**src/rtl/memory_port_arbiter_pkg.sv**
```systemverilog
// Shared definitions for the memory port arbiter: FSM state encoding, op codes,
// default bus widths.
package mem_arb_pkg;

  localparam int unsigned DEF_ADDR_W = 28;
  localparam int unsigned DEF_DATA_W = 128;

  localparam logic OP_READ  = 1'b0;
  localparam logic OP_WRITE = 1'b1;

  typedef enum logic [1:0] {
    IDLE    = 2'b00,
    SERVE_I = 2'b01,
    SERVE_D = 2'b10,
    RELEASE = 2'b11
  } arb_state_e;

  function automatic logic is_serve(input arb_state_e s);
    return (s == SERVE_I) || (s == SERVE_D);
  endfunction

endpackage

```
**src/rtl/memory_port_arbiter_if.sv**
```systemverilog
// Requester and memory-side signals of the shared memory port.
// master = arbiter view, slave = environment (requesters + memory) view.
interface memory_port_arbiter_if
  import mem_arb_pkg::*;
#(
  parameter int unsigned ADDR_W = DEF_ADDR_W,
  parameter int unsigned DATA_W = DEF_DATA_W
) ();

  logic              I_READ;
  logic [ADDR_W-1:0] I_ADDRESS;
  logic [DATA_W-1:0] I_READDATA;
  logic              I_BUSYWAIT;

  logic              D_READ;
  logic              D_WRITE;
  logic [ADDR_W-1:0] D_ADDRESS;
  logic [DATA_W-1:0] D_WRITEDATA;
  logic [DATA_W-1:0] D_READDATA;
  logic              D_BUSYWAIT;

  logic              M_READ;
  logic              M_WRITE;
  logic [ADDR_W-1:0] M_ADDRESS;
  logic [DATA_W-1:0] M_WRITEDATA;
  logic [DATA_W-1:0] M_READDATA;
  logic              M_BUSYWAIT;

  modport master (
    input  I_READ, I_ADDRESS,
    output I_READDATA, I_BUSYWAIT,
    input  D_READ, D_WRITE, D_ADDRESS, D_WRITEDATA,
    output D_READDATA, D_BUSYWAIT,
    output M_READ, M_WRITE, M_ADDRESS, M_WRITEDATA,
    input  M_READDATA, M_BUSYWAIT
  );

  modport slave (
    output I_READ, I_ADDRESS,
    input  I_READDATA, I_BUSYWAIT,
    output D_READ, D_WRITE, D_ADDRESS, D_WRITEDATA,
    input  D_READDATA, D_BUSYWAIT,
    input  M_READ, M_WRITE, M_ADDRESS, M_WRITEDATA,
    output M_READDATA, M_BUSYWAIT
  );

endinterface

```
**src/rtl/memory_port_arbiter_starvation_counter.sv**
```systemverilog
// Counts consecutive D grants taken while I waits; o_force_i hands the next
// contested grant to I once the limit is reached.
module arb_starvation_counter #(
  parameter int unsigned MAX_CONSEC = 4
) (
  input  logic CLK,
  input  logic RESET,
  input  logic i_inc,
  input  logic i_clr,
  output logic o_force_i
);

  localparam logic [3:0] MaxCnt = 4'(MAX_CONSEC);

  logic [3:0] r_cnt;

  always_ff @(posedge CLK or posedge RESET) begin
    if (RESET) begin
      r_cnt <= '0;
    end else if (i_clr) begin
      r_cnt <= '0;
    end else if (i_inc && (r_cnt < MaxCnt)) begin
      r_cnt <= r_cnt + 4'd1;
    end
  end

  assign o_force_i = (r_cnt >= MaxCnt);

endmodule

```
**src/rtl/memory_port_arbiter.sv**
```systemverilog
// Arbitrates the single main-memory port between instruction fetch (I) and
// the MEM-stage data side (D); D wins unless I has been starved MAX_CONSEC times.
module memory_port_arbiter
  import mem_arb_pkg::*;
#(
  parameter int unsigned ADDR_W     = DEF_ADDR_W,
  parameter int unsigned DATA_W     = DEF_DATA_W,
  parameter int unsigned MAX_CONSEC = 4
) (
  input  logic                  CLK,
  input  logic                  RESET,
  memory_port_arbiter_if.master bus
);

  arb_state_e r_state, w_state_next;

  logic              r_m_read;
  logic              r_m_write;
  logic [ADDR_W-1:0] r_m_addr;
  logic [DATA_W-1:0] r_m_wdata;

  logic w_d_req, w_force_i, w_grant_d, w_grant_i, w_done, w_d_op;

  assign w_d_req   = bus.D_READ | bus.D_WRITE;
  assign w_grant_d = (r_state == IDLE) && w_d_req && !(bus.I_READ && w_force_i);
  assign w_grant_i = (r_state == IDLE) && bus.I_READ && !w_grant_d;
  assign w_done    = is_serve(r_state) && !bus.M_BUSYWAIT;
  // A simultaneous read+write request is treated as a write.
  assign w_d_op    = bus.D_WRITE ? OP_WRITE : OP_READ;

  always_comb begin
    w_state_next = r_state;
    unique case (r_state)
      IDLE: begin
        if (w_grant_d)      w_state_next = SERVE_D;
        else if (w_grant_i) w_state_next = SERVE_I;
      end
      SERVE_I, SERVE_D: begin
        if (w_done) w_state_next = RELEASE;
      end
      RELEASE: w_state_next = IDLE;
      default: w_state_next = IDLE;
    endcase
  end

  always_ff @(posedge CLK or posedge RESET) begin
    if (RESET) r_state <= IDLE;
    else       r_state <= w_state_next;
  end

  // Everything driven to memory is captured at the grant edge.
  always_ff @(posedge CLK or posedge RESET) begin
    if (RESET) begin
      r_m_read  <= 1'b0;
      r_m_write <= 1'b0;
      r_m_addr  <= '0;
      r_m_wdata <= '0;
    end else if (w_grant_d) begin
      r_m_read  <= (w_d_op == OP_READ);
      r_m_write <= (w_d_op == OP_WRITE);
      r_m_addr  <= bus.D_ADDRESS;
      r_m_wdata <= bus.D_WRITEDATA;
    end else if (w_grant_i) begin
      r_m_read  <= 1'b1;
      r_m_write <= 1'b0;
      r_m_addr  <= bus.I_ADDRESS;
      r_m_wdata <= '0;
    end else if (w_done) begin
      r_m_read  <= 1'b0;
      r_m_write <= 1'b0;
    end
  end

  arb_starvation_counter #(
    .MAX_CONSEC(MAX_CONSEC)
  ) u_starv (
    .CLK      (CLK),
    .RESET    (RESET),
    .i_inc    (w_grant_d && bus.I_READ),
    .i_clr    ((w_grant_d && !bus.I_READ) || w_grant_i),
    .o_force_i(w_force_i)
  );

  assign bus.M_READ      = r_m_read;
  assign bus.M_WRITE     = r_m_write;
  assign bus.M_ADDRESS   = r_m_addr;
  assign bus.M_WRITEDATA = r_m_wdata;

  assign bus.I_BUSYWAIT = bus.I_READ & !((r_state == SERVE_I) & !bus.M_BUSYWAIT);
  assign bus.D_BUSYWAIT = w_d_req & !((r_state == SERVE_D) & !bus.M_BUSYWAIT);

  assign bus.I_READDATA = bus.M_READDATA;
  assign bus.D_READDATA = bus.M_READDATA;

endmodule

```
**src/flat_wrapper.sv**
```systemverilog
// flat-port wrapper written by rule: the top's interface ports become plain ports
module memory_port_arbiter_flat import mem_arb_pkg::*;
#(
  parameter int unsigned ADDR_W     = DEF_ADDR_W,
  parameter int unsigned DATA_W     = DEF_DATA_W,
  parameter int unsigned MAX_CONSEC = 4
)
  (CLK, RESET, bus_I_READ, bus_I_ADDRESS, bus_I_READDATA, bus_I_BUSYWAIT, bus_D_READ, bus_D_WRITE, bus_D_ADDRESS, bus_D_WRITEDATA, bus_D_READDATA, bus_D_BUSYWAIT, bus_M_READ, bus_M_WRITE, bus_M_ADDRESS, bus_M_WRITEDATA, bus_M_READDATA, bus_M_BUSYWAIT);
  memory_port_arbiter_if #(.ADDR_W(ADDR_W), .DATA_W(DATA_W)) bus_i ();
  input  logic CLK;
  input  logic RESET;
  input wire logic [$bits(bus_i.I_READ)-1:0] bus_I_READ;
  input wire logic [$bits(bus_i.I_ADDRESS)-1:0] bus_I_ADDRESS;
  output wire logic [$bits(bus_i.I_READDATA)-1:0] bus_I_READDATA;
  output wire logic [$bits(bus_i.I_BUSYWAIT)-1:0] bus_I_BUSYWAIT;
  input wire logic [$bits(bus_i.D_READ)-1:0] bus_D_READ;
  input wire logic [$bits(bus_i.D_WRITE)-1:0] bus_D_WRITE;
  input wire logic [$bits(bus_i.D_ADDRESS)-1:0] bus_D_ADDRESS;
  input wire logic [$bits(bus_i.D_WRITEDATA)-1:0] bus_D_WRITEDATA;
  output wire logic [$bits(bus_i.D_READDATA)-1:0] bus_D_READDATA;
  output wire logic [$bits(bus_i.D_BUSYWAIT)-1:0] bus_D_BUSYWAIT;
  output wire logic [$bits(bus_i.M_READ)-1:0] bus_M_READ;
  output wire logic [$bits(bus_i.M_WRITE)-1:0] bus_M_WRITE;
  output wire logic [$bits(bus_i.M_ADDRESS)-1:0] bus_M_ADDRESS;
  output wire logic [$bits(bus_i.M_WRITEDATA)-1:0] bus_M_WRITEDATA;
  input wire logic [$bits(bus_i.M_READDATA)-1:0] bus_M_READDATA;
  input wire logic [$bits(bus_i.M_BUSYWAIT)-1:0] bus_M_BUSYWAIT;
  assign bus_i.I_READ = bus_I_READ;
  assign bus_i.I_ADDRESS = bus_I_ADDRESS;
  assign bus_I_READDATA = bus_i.I_READDATA;
  assign bus_I_BUSYWAIT = bus_i.I_BUSYWAIT;
  assign bus_i.D_READ = bus_D_READ;
  assign bus_i.D_WRITE = bus_D_WRITE;
  assign bus_i.D_ADDRESS = bus_D_ADDRESS;
  assign bus_i.D_WRITEDATA = bus_D_WRITEDATA;
  assign bus_D_READDATA = bus_i.D_READDATA;
  assign bus_D_BUSYWAIT = bus_i.D_BUSYWAIT;
  assign bus_M_READ = bus_i.M_READ;
  assign bus_M_WRITE = bus_i.M_WRITE;
  assign bus_M_ADDRESS = bus_i.M_ADDRESS;
  assign bus_M_WRITEDATA = bus_i.M_WRITEDATA;
  assign bus_i.M_READDATA = bus_M_READDATA;
  assign bus_i.M_BUSYWAIT = bus_M_BUSYWAIT;
  memory_port_arbiter #(.ADDR_W(ADDR_W), .DATA_W(DATA_W), .MAX_CONSEC(MAX_CONSEC)) u_core (.CLK(CLK), .RESET(RESET), .bus(bus_i));
endmodule
```
**config.mk**
```make
export PLATFORM = sky130hd
export DESIGN_NAME = memory_port_arbiter_flat
export DESIGN_NICKNAME = d
export VERILOG_FILES = /design/src/rtl/memory_port_arbiter_pkg.sv /design/src/rtl/memory_port_arbiter_if.sv /design/src/rtl/memory_port_arbiter_starvation_counter.sv /design/src/rtl/memory_port_arbiter.sv /design/src/flat_wrapper.sv
export SDC_FILE = /design/constraint.sdc
export NUM_CORES = 1
export LEC_CHECK = 0
export ABC_AREA = 1
export BUFFER_PORTS_ARGS = -buffer_cell sky130_fd_sc_hd__buf_2
export CAP_MARGIN = 15
export CORE_AREA = 2 2 283 285
export CTS_CLUSTER_SIZE = 8
export DETAILED_ROUTE_END_ITERATION = 10
export DIE_AREA = 0 0 285 287
export SLEW_MARGIN = 0
export SYNTH_ARGS = -nofsm -noshare
export SYNTH_HDL_FRONTEND = slang
export SYNTH_HIERARCHICAL = 1
export SYNTH_SLANG_ARGS = --single-unit
```
**constraint.sdc**
```tcl
create_clock -name CLK -period 8.1 [get_ports CLK]
set_input_delay 2.025 -clock CLK [delete_from_list [all_inputs] [get_ports CLK]]
set_output_delay 2.025 -clock CLK [all_outputs]
set_load 0.01 [all_outputs]
```
# Word level (Yosys, flattened, before mapping)
# Index checks and enable logic that the tools add are counted.
[classes] addsub=1 n_lt_le_gt_ge=2 eq_ne=5 muxes=16 bitwise_logic=6 n_reduce_logical=23
[op_table] cell="$mux W128" count=2
[op_table] cell="$mux W28" count=2
[op_table] cell="$logic_and A1 B1 Y1" count=9
[op_table] cell="$mux W4" count=2
[op_table] cell="$logic_not A1 Y1" count=6
[op_table] cell="$mux W1" count=6
[op_table] cell="$mux W2" count=3
[op_table] cell="$pmux W2 S3" count=1
[op_table] cell="$add A4 B1 Y4 const B" count=1
[op_table] cell="$and A1 B1 Y1" count=4
[op_table] cell="$eq A2 B2 Y1 const B" count=2
[op_table] cell="$ge A4 B3 Y1 const B" count=1
[op_table] cell="$lt A4 B3 Y1 const B" count=1
[op_table] cell="$reduce_bool A2 Y1" count=2
[op_table] cell="$ne A3 B1 Y1 const B" count=1
[op_table] cell="$reduce_bool A3 Y1" count=1
[op_table] cell="$eq A2 B1 Y1 const B" count=1
[op_table] cell="$logic_not A2 Y1" count=1
[op_table] cell="$logic_or A1 B1 Y1" count=2
[op_table] cell="$ne A2 B1 Y1 const B" count=1
[op_table] cell="$reduce_and A2 Y1" count=1
[op_table] cell="$reduce_or A2 Y1" count=1
[op_table] cell="$not A1 Y1" count=1
[op_table] cell="$or A1 B1 Y1" count=1
[word_totals] regBits=164 wordCells=59

# Logic depth before layout (Yosys ltp)
# Gate-level depths: netlist of run 1.
[logic_depth] ltp_word=9 depth_mapped=10 depth_no_buf=9

# Hierarchy
# The synthesis of run 1 kept the hierarchy.
[by_module_without_submodules] module="memory_port_arbiter" instances=1 cells_each=1081 area_each_um2=8579.5 seq_area_each_um2=4003.8
[by_module_without_submodules] module="arb_starvation_counter" instances=1 cells_each=22 area_each_um2=197.7 seq_area_each_um2=100.1

# Least setup slack after synthesis of run 1
# OpenSTA, ideal clock, no wires.
[synth_timing] path_type="input to output" from="input bus_M_BUSYWAIT" to="output bus_D_BUSYWAIT" t_arrival_ns=2.291 slack_ns=3.784 path_stages=2 path_buffers=0 cell_sequence="inv_1 a21oi_1"
[synth_via] elab_chain_cells=4
[synth_rtl] element="start, declared" line_no="flat_wrapper.sv:27" text="input wire logic [$bits(bus_i.M_BUSYWAIT)-1:0] bus_M_BUSYWAIT;"
[synth_rtl] element="$logic_not A1 Y1" line_no="memory_port_arbiter.sv:90" text="assign bus.D_BUSYWAIT = w_d_req & !((r_state == SERVE_D) & !bus.M_BUSYWAIT);"
[synth_rtl] element="$and A1 B1 Y1" line_no="memory_port_arbiter.sv:90"
[synth_rtl] element="$logic_not A1 Y1" line_no="memory_port_arbiter.sv:90"
[synth_rtl] element="$and A1 B1 Y1" line_no="memory_port_arbiter.sv:90"
[synth_rtl] element="end, declared" line_no="flat_wrapper.sv:21" text="output wire logic [$bits(bus_i.D_BUSYWAIT)-1:0] bus_D_BUSYWAIT;"
# No other way between the ends.

# Final worst setup path of run 1
[layout_timing] from="input bus_D_WRITE" to="output bus_D_BUSYWAIT"
[layout_via] elab_chain_cells=2
[layout_rtl] element="start, declared" line_no="flat_wrapper.sv:17" text="input wire logic [$bits(bus_i.D_WRITE)-1:0] bus_D_WRITE;"
[layout_rtl] element="$or A1 B1 Y1" line_no="memory_port_arbiter.sv:24" text="assign w_d_req = bus.D_READ | bus.D_WRITE;"
[layout_rtl] element="$and A1 B1 Y1" line_no="memory_port_arbiter.sv:90"
# No other way between the ends.

==> impl_metrics.toml, run 1 <==
[status]
status = "finished clean"

[die]
die-width_um = 285
io_pins = 734
fp.dieArea_sq_um = 81800
start_util_pct = 11.2
core_sq_um = 78600
die_y_um = 287
rows = 103

[cts]
clkSlewWorstSetupHoldPaths_ps = 70
cts_tree = "yes"
clkSinkCount = 164
cts_hold_buf = 0
h-tree-depth = 4
cts_setup_buffers = 0
clkLatencyLatePin_ps = 470
cts_resized = 0
cts_buffer_depth = 2
cts_root_buf = "clkbuf_16"
cts_buffers = 17

[sta]
maxSlewViolCount = 0
hold_viol_final = 0
relSlewSlack_pct = 27.9
fin_crit_sh_pct = 57.8
tightestPinTransition_ps = 1080
fmax_mhz = 214
setup_tns_ps = 0
rsz0062_at_grt = "false"
finClkSkew_ps = 14.2
min_period_ps = 4680
fin_ws_ps = 3420
setup_viol = 0

[drt]
first_pass_iters = 6
wl_per_cell_um = 12.1
dr.first_iter.drc_count = 183
post-route-drc-count = 0
via_count = 6679
finalWirelength_um = 27300
ant_nets = 0
vias_per_cell = 2.98

[place]
dp_worst_setup_slack_ps = 3420
port_buffers = 349
post-dp-hpwl_um = 20700
gp_congestion = 0.743
place_area_sq_um = 9750

[critical_path]
cpLargestDelayFamily = "buffers and inverters"
cp-start-kind = "input pin"
r2r_slack_ps = 5270
crit_path_top_delay_cell = "nor2_1"
regToRegEndpoint = "u_core/u_starv/r_cnt[1]$_DFFE_PP0P_"
crit_arrival_ps = 2660
crit_chain = "buf_2, nor2_1, a21oi_1, buf_2"
worst-path-buf-inv = 2
slowest_delay_ps = 270
reg2reg_depth = 8
cp.required_ps = 6080
rr_startpoint = "u_core/r_state[0]$_DFFE_PP0P_"
crit_type = "in -> out"
crit_top_cell = "buf_2"
end_kind = "output pin"
critPathMaxFanout = 3

[global_route]
grt_pass1_vias = 6543
grt_pass1_wl_um = 39300
grt_usage_pct = 6.54
grt_max_degree = 73
grt_overflow = 0
antenna_found_initial = 2

[worst_hold_path]
min_path_cells = 2
holdPathEnd = "u_core/bus.M_WRITEDATA[118]$_DFFE_PP0P_"
hp-start = "u_core/bus.M_WRITEDATA[118]$_DFFE_PP0P_"
hp-class = "reg -> reg"

[power]
p_total_uw = 3850
p_per_area_nw_per_um2 = 371
irDropWorstVdd_mv = 0.269
p_leak_uw = 0.00574

[yosys]
seq_area_frac_synth_pct = 46.8
syn_area_sq_um = 8780
ys_seq_elements = 164
yosys_warnings = 6
synth.net_count = 1425
ys_types = 18
syn_area_per_cell_sq_um = 7.96
syn_inst = 1103

[final_layout]
num_antenna_cells = 0
drive_above_1_share_pct = 32.9
final_nets = 1504
final_cell_area_sq_um = 10400
syn2layout_area_growth_pct = 18.0
layout_common_cells = "nand2_1 (518), buf_2 (349), dfrtp_1 (164)"
layout_commonest_cell = "nand2_1"

[flow_run]
cap_violations = 0
-- worst min-delay path: stages, from the launching register on --
cell and delay (ps):
dfrtp_1 340, nand2_1 50, nand2_1 40
-- metrics by stage --
stage	cells	hold slack, ps	utilization, %
global route	2244	488	13.2
floorplan	1103	472	-
finish	2244	465	13.2
global placement	2213	449	12.4
detailed placement	2213	453	12.4
CTS	2244	470	13.2
-- flip-flops by register name (all words and copies together), names as in the netlist --
signal                  flops
u_core/r_state              2
u_core/u_starv/r_cnt        4
u_core/bus.M_WRITE          1
u_core/bus.M_READ           1
u_core/bus.M_WRITEDATA    128
u_core/bus.M_ADDRESS       28
-- routing by layer --
metal | part of all wire [%] | vias to the layer above | track usage, %
met3 | 14 | 105 | 4.11
met1 | 39 | 2901 | 6.96
met2 | 41 | 485 | 9.14
met4 | 5.8 | 8 | 4.83
li1 | - | 3180 | -
met5 | 0.73 | - | 1.98
-- layout make-up --
cell class	instances	area, sq um
fillers	9085	68300
flip-flops and latches	164	4100
multi-input cells	571	2260
repair buffers	356	1800
well taps	1050	1310
clock buffers	18	429
inverters	72	275
clock inverters	13	171
-- report_power, final --
part / internal, uW / switching, uW
clock: 489 / 387
sequential: 1200 / 185
combinational: 555 / 1030
-- synthesized netlist by cell type, drive strengths merged --
library cell	instances	area, sq um
o21ai	29	149
buf	288	2120
nand4	2	12.5
dfrtp	164	4100
a21oi	3	18.8
nor2	8	35.0
ha	4	50.1
clkbuf	8	30.0
nand2	518	1940
inv	72	270
nand3	7	40.0
-- worst max path at each step --
stage	startpoint	end	slack [ps]	cells after the start
floorplan	RESET	u_core/bus.M_ADDRESS[0]$_DFFE_PP0P_	1760	1
global placement	bus_D_WRITE	bus_D_BUSYWAIT	3410	4
CTS	bus_D_WRITE	bus_D_BUSYWAIT	3410	4
global route	bus_D_WRITE	bus_D_BUSYWAIT	3370	4
finish	bus_D_WRITE	bus_D_BUSYWAIT	3420	4
detailed placement	bus_D_WRITE	bus_D_BUSYWAIT	3420	4
-- kinds of logic (layout without fill, tap and decap cells) --
family	after synthesis	count (layout)	share of synthesized area, %
buffers and inverters	368	459	27.6
AO/OA/AOI/OAI	32	32	1.91
adder cells (fa/ha/maj)	4	4	0.570
AND/OR/NAND/NOR	535	535	23.2
flip-flops	164	164	46.8
No activity file was read; power rests on OpenSTA's default activity.
==> inputs of run 2 (changes only) <==
Clock period 8.1 ns to 4.42 ns, I/O delays scaled along.
==> impl_metrics.toml, run 2 (synthesized netlist as in run 1, its figures left out) <==
[status]
status = "finished clean"

[sta]
tightestPinTransition_ps = 931
relSlewSlack_pct = 37.8
fin_crit_sh_pct = 63.2
hold_viol_final = 0
min_period_ps = 2790
whs_ps = 466
maxSlewViolCount = 0
setup_tns_ps = 0
setup_viol = 0
fmax_mhz = 358
rsz0062_at_grt = "false"
finClkSkew_ps = 19.0

[power]
p_leak_uw = 0.00579
irDropWorstVdd_mv = 0.752
p_per_area_nw_per_um2 = 687

[place]
gp_congestion = 0.766
port_buffers = 349
post-dp-hpwl_um = 22300
place_inst = 2214
place_area_sq_um = 9840

[drt]
ant_nets = 0
vias_per_cell = 2.98
dr.first_iter.drc_count = 339
first_pass_iters = 4
wl_per_cell_um = 13.1
post-route-drc-count = 0
via_count = 6702
finalWirelength_um = 29400

[global_route]
use_met3_pct = 4.94
grt_max_degree = 88
grt_pass1_vias = 6405
grt_most_used_layer = "met2"
use_met1_pct = 7.24
grtUsageMet2_pct = 9.91
grt_overflow = 0
antenna_found_initial = 3
grt_pass1_wl_um = 41600
grt_usage_pct = 7.11

[cts]
cts_hold_buf = 0
cts_setup_buffers = 0
h-tree-depth = 4
clkSlewWorstSetupHoldPaths_ps = 60
cts_buffers = 17
clkLatencyLatePin_ps = 480
cts_root_buf = "clkbuf_16"
clkSinkCount = 164
cts_tree = "yes"
cts_resized = 0
cts_buffer_depth = 2

[worst_hold_path]
hp-class = "reg -> reg"
min_path_cells = 2

[die]
die_y_um = 287
die-width_um = 285
core_sq_um = 78600
io_pins = 734
rows = 103
fp.dieArea_sq_um = 81800
start_util_pct = 11.2

[critical_path]
reg2reg_depth = 6
critPathMaxFanout = 3
cp-start-kind = "input pin"
cp.required_ps = 3310
crit_arrival_ps = 1690
crit_type = "in -> out"
r2r_slack_ps = 2360
end_kind = "output pin"

[final_layout]
layout_commonest_cell = "nand2_1"
drive_above_1_share_pct = 33.1
num_antenna_cells = 0
regArea_sq_um = 4100
fin_util_pct = 13.3
layout_common_cells = "nand2_1 (518), buf_2 (349), dfrtp_1 (164)"
final_cells = 2246
final_nets = 1505
multiInputGateArea_sq_um = 2260
n_fill_cell = 9065
largest_reg_flops = 128
final_cell_area_sq_um = 10500
syn2layout_area_growth_pct = 19.3

[flow_run]
cap_violations = 0
[run 2: cell type report]
| class | instances | share of cell area (%) |
|---|---|---|
| sequential | 164 | 39.2 |
| multi-input combinational | 571 | 21.6 |
| timing repair buffer | 357 | 18.0 |
| tap | 1050 | 12.5 |
| clock buffer | 17 | 4.06 |
| inverter | 72 | 2.62 |
| clock inverter | 15 | 2.04 |
[run 2: path summary, 6_finish.rpt]
check | startpoint | endpoint
worst max-delay path | bus_D_WRITE | bus_D_BUSYWAIT
max in group asynchronous | RESET | u_core/bus.M_WRITEDATA[118]$_DFFE_PP0P_
worst min-delay path | u_core/bus.M_WRITEDATA[69]$_DFFE_PP0P_ | u_core/bus.M_WRITEDATA[69]$_DFFE_PP0P_
worst max register to register | u_core/r_state[0]$_DFFE_PP0P_ | u_core/bus.M_ADDRESS[2]$_DFFE_PP0P_
min in group asynchronous | RESET | u_core/u_starv/r_cnt[3]$_DFFE_PP0P_
worst min register to register | u_core/bus.M_WRITEDATA[69]$_DFFE_PP0P_ | u_core/bus.M_WRITEDATA[69]$_DFFE_PP0P_
[run 2: routing by layer]
layer,vias to the layer above,wire (um),part of all wire [%]
met5,-,197,0.67
met4,10,1910,6.5
met3,103,4340,15
met2,525,12000,41
met1,2890,11000,37
li1,3174,-,-
[run 2: per-stage QoR]
stage	setup slack [ps]	total power [uW]
after floorplan	1290	4560
after global placement	1620	5550
after detailed placement	1630	5610
after CTS	1630	7390
after global routing	1540	7850
final	1630	7200
[run 2: power by group]
part / switching (uW) / leakage, uW / internal, uW
registers: 345 / 0.00204 / 2200
clock network: 735 / 0.000311 / 960
logic: 1910 / 0.00344 / 1060
total: 2990 / 0.00579 / 4220
[run 2: critical path, cell delays in order]
cell and delay [ps]:
buf_2 120, nor2_1 250, a21oi_1 70, buf_2 150
==> inputs of run 3 (changes only) <==
Settings changed: CORE_AREA 2 2 283 285 to 2 2 286 288, DIE_AREA 0 0 285 287 to 0 0 288 290.
Clock period 4.42 ns to 2.3 ns, I/O delays scaled along.
==> impl_metrics.toml, run 3 (synthesized netlist as in run 1, its figures left out) <==
[status]
status = "finished clean"

[worst_hold_path]
hp-start = "bus_D_WRITEDATA[43]"
hp-class = "in -> reg"

[power]
irDropWorstVdd_mv = 0.672
p_total_uw = 13800
p_seq_share_pct = 35.7
p_per_area_nw_per_um2 = 1300
pwr-share-clk_pct = 22.1
combinationalPowerShare_pct = 42.2
p_leak_uw = 0.00582
intPower_uw = 7940
swShare_pct = 42.3
switching_power_uw = 5820

[sta]
hold_viol_final = 0
fin_crit_sh_pct = 86.5
setup_viol = 0
finClkSkew_ps = 22.9
fmax_mhz = 503
relSlewSlack_pct = 64.3
maxSlewViolCount = 0
rsz0062_at_grt = "false"
whs_ps = 266
tightestPinTransition_ps = 535
fin_ws_ps = 311
setup_tns_ps = 0
min_period_ps = 1990

[final_layout]
fin_util_pct = 13.2
largest_reg_flops = 128
regArea_sq_um = 4100
final_nets = 1513
drive_above_1_share_pct = 33.5
n_fill_cell = 9237
multiInputGateArea_sq_um = 2260
layout_commonest_cell = "nand2_1"
layout_common_cells = "nand2_1 (518), buf_2 (349), dfrtp_1 (164)"
syn2layout_area_growth_pct = 20.2

[die]
io_pins = 734
core_sq_um = 80200
die_y_um = 290
die-width_um = 288
rows = 104
fp.dieArea_sq_um = 83500
start_util_pct = 10.9

[place]
dp_worst_setup_slack_ps = 403
post-dp-hpwl_um = 21000
port_buffers = 349
gp_congestion = 0.746

[drt]
vias_per_cell = 2.94
via_count = 6673
dr.first_iter.drc_count = 218
ant_nets = 0
first_pass_iters = 4
finalWirelength_um = 27800
post-route-drc-count = 0
wl_per_cell_um = 12.2

[global_route]
antenna_found_initial = 3
grt_pass1_vias = 6461
grt_max_degree = 84
grt_overflow = 0
grt_pass1_wl_um = 39700
grt_usage_pct = 6.61

[cts]
cts_root_buf = "clkbuf_16"
clkLatencyLatePin_ps = 500
cts_buffers = 17
cts_buffer_depth = 2
cts_resized = 0
cts_tree = "yes"
clkSinkCount = 164
h-tree-depth = 4
clkSlewWorstSetupHoldPaths_ps = 90

[critical_path]
cp-start-kind = "register"
end_kind = "output pin"
critPathMaxFanout = 3
rr_startpoint = "u_core/r_state[1]$_DFFE_PP0P_"
crit_start = "u_core/r_state[0]$_DFFE_PP0P_"
crit_arrival_ps = 1410
cp.required_ps = 1730
crit_type = "reg -> out"

[flow_run]
cap_violations = 0
run 3: changes by cell type in the layout (fill, tap and decap cells not counted), moves of 2 or more:
cell	change
buf_12	+2
diode_2	+2
buf_4	+5
bufinv_16	-3
clkinv_8	+3
inv_8	+3
run 3: stage by stage:
stage	instances	area [sq um]
after floorplan	1103	8780
after global placement	2231	9930
after detailed placement	2231	9930
after CTS	2264	10500
after global routing	2264	10500
final	2266	10600
run 3: path summary, 6_finish.rpt:
path                       cells past startpoint                                       to  slack [ps]
setup / recovery                               4                           bus_D_BUSYWAIT         310
hold / removal                                 3   u_core/bus.M_WRITEDATA[43]$_DFFE_PP0P_         270
setup reg to reg                               8   u_core/bus.M_WRITEDATA[97]$_DFFE_PP0P_         380
hold reg to reg                                2  u_core/bus.M_WRITEDATA[104]$_DFFE_PP0P_         470
max in group asynchronous                      4   u_core/bus.M_WRITEDATA[99]$_DFFE_PP0P_        1010
min in group asynchronous                      3      u_core/u_starv/r_cnt[0]$_DFFE_PP0P_         600
run 3: power groups by stage:
stage	logic (uW)	clock network, uW	registers [uW]
after CTS	5970	3270	4920
after global routing	6600	3360	5060
after global placement	5860	0	4940
final	5800	3050	4910
after floorplan	3220	0	5540
after detailed placement	5980	0	4940
run 3: layout make-up:
cell class | count | area share, %
sequential | 164 | 38.9
multi-input combinational | 571 | 21.4
clock inverter | 15 | 1.74
clock buffer | 17 | 4.03
inverter | 72 | 2.60
timing repair buffer | 365 | 18.7
antenna | 2 | 0.0474
tap | 1060 | 12.6
run 3: routing by layer:
layer,GRT usage [%],routed length [um]
met1,6.68,10500
met2,9.31,11500
met3,4.75,4110
met4,4.87,1550
met5,0.640,89
run 3: what timing repair did:
item | CTS | global route
endpoints found under the hold margin | 4 | 0
setup endpoints to repair | 0 | 0
setup buffers | 0 | 0
hold buffers | 1 | 0
run 3: critical path: stages (launching register included):
cell and delay (ps):
dfrtp_1 370, inv_1 70, ha_1 190, a21oi_1 140, buf_2 170
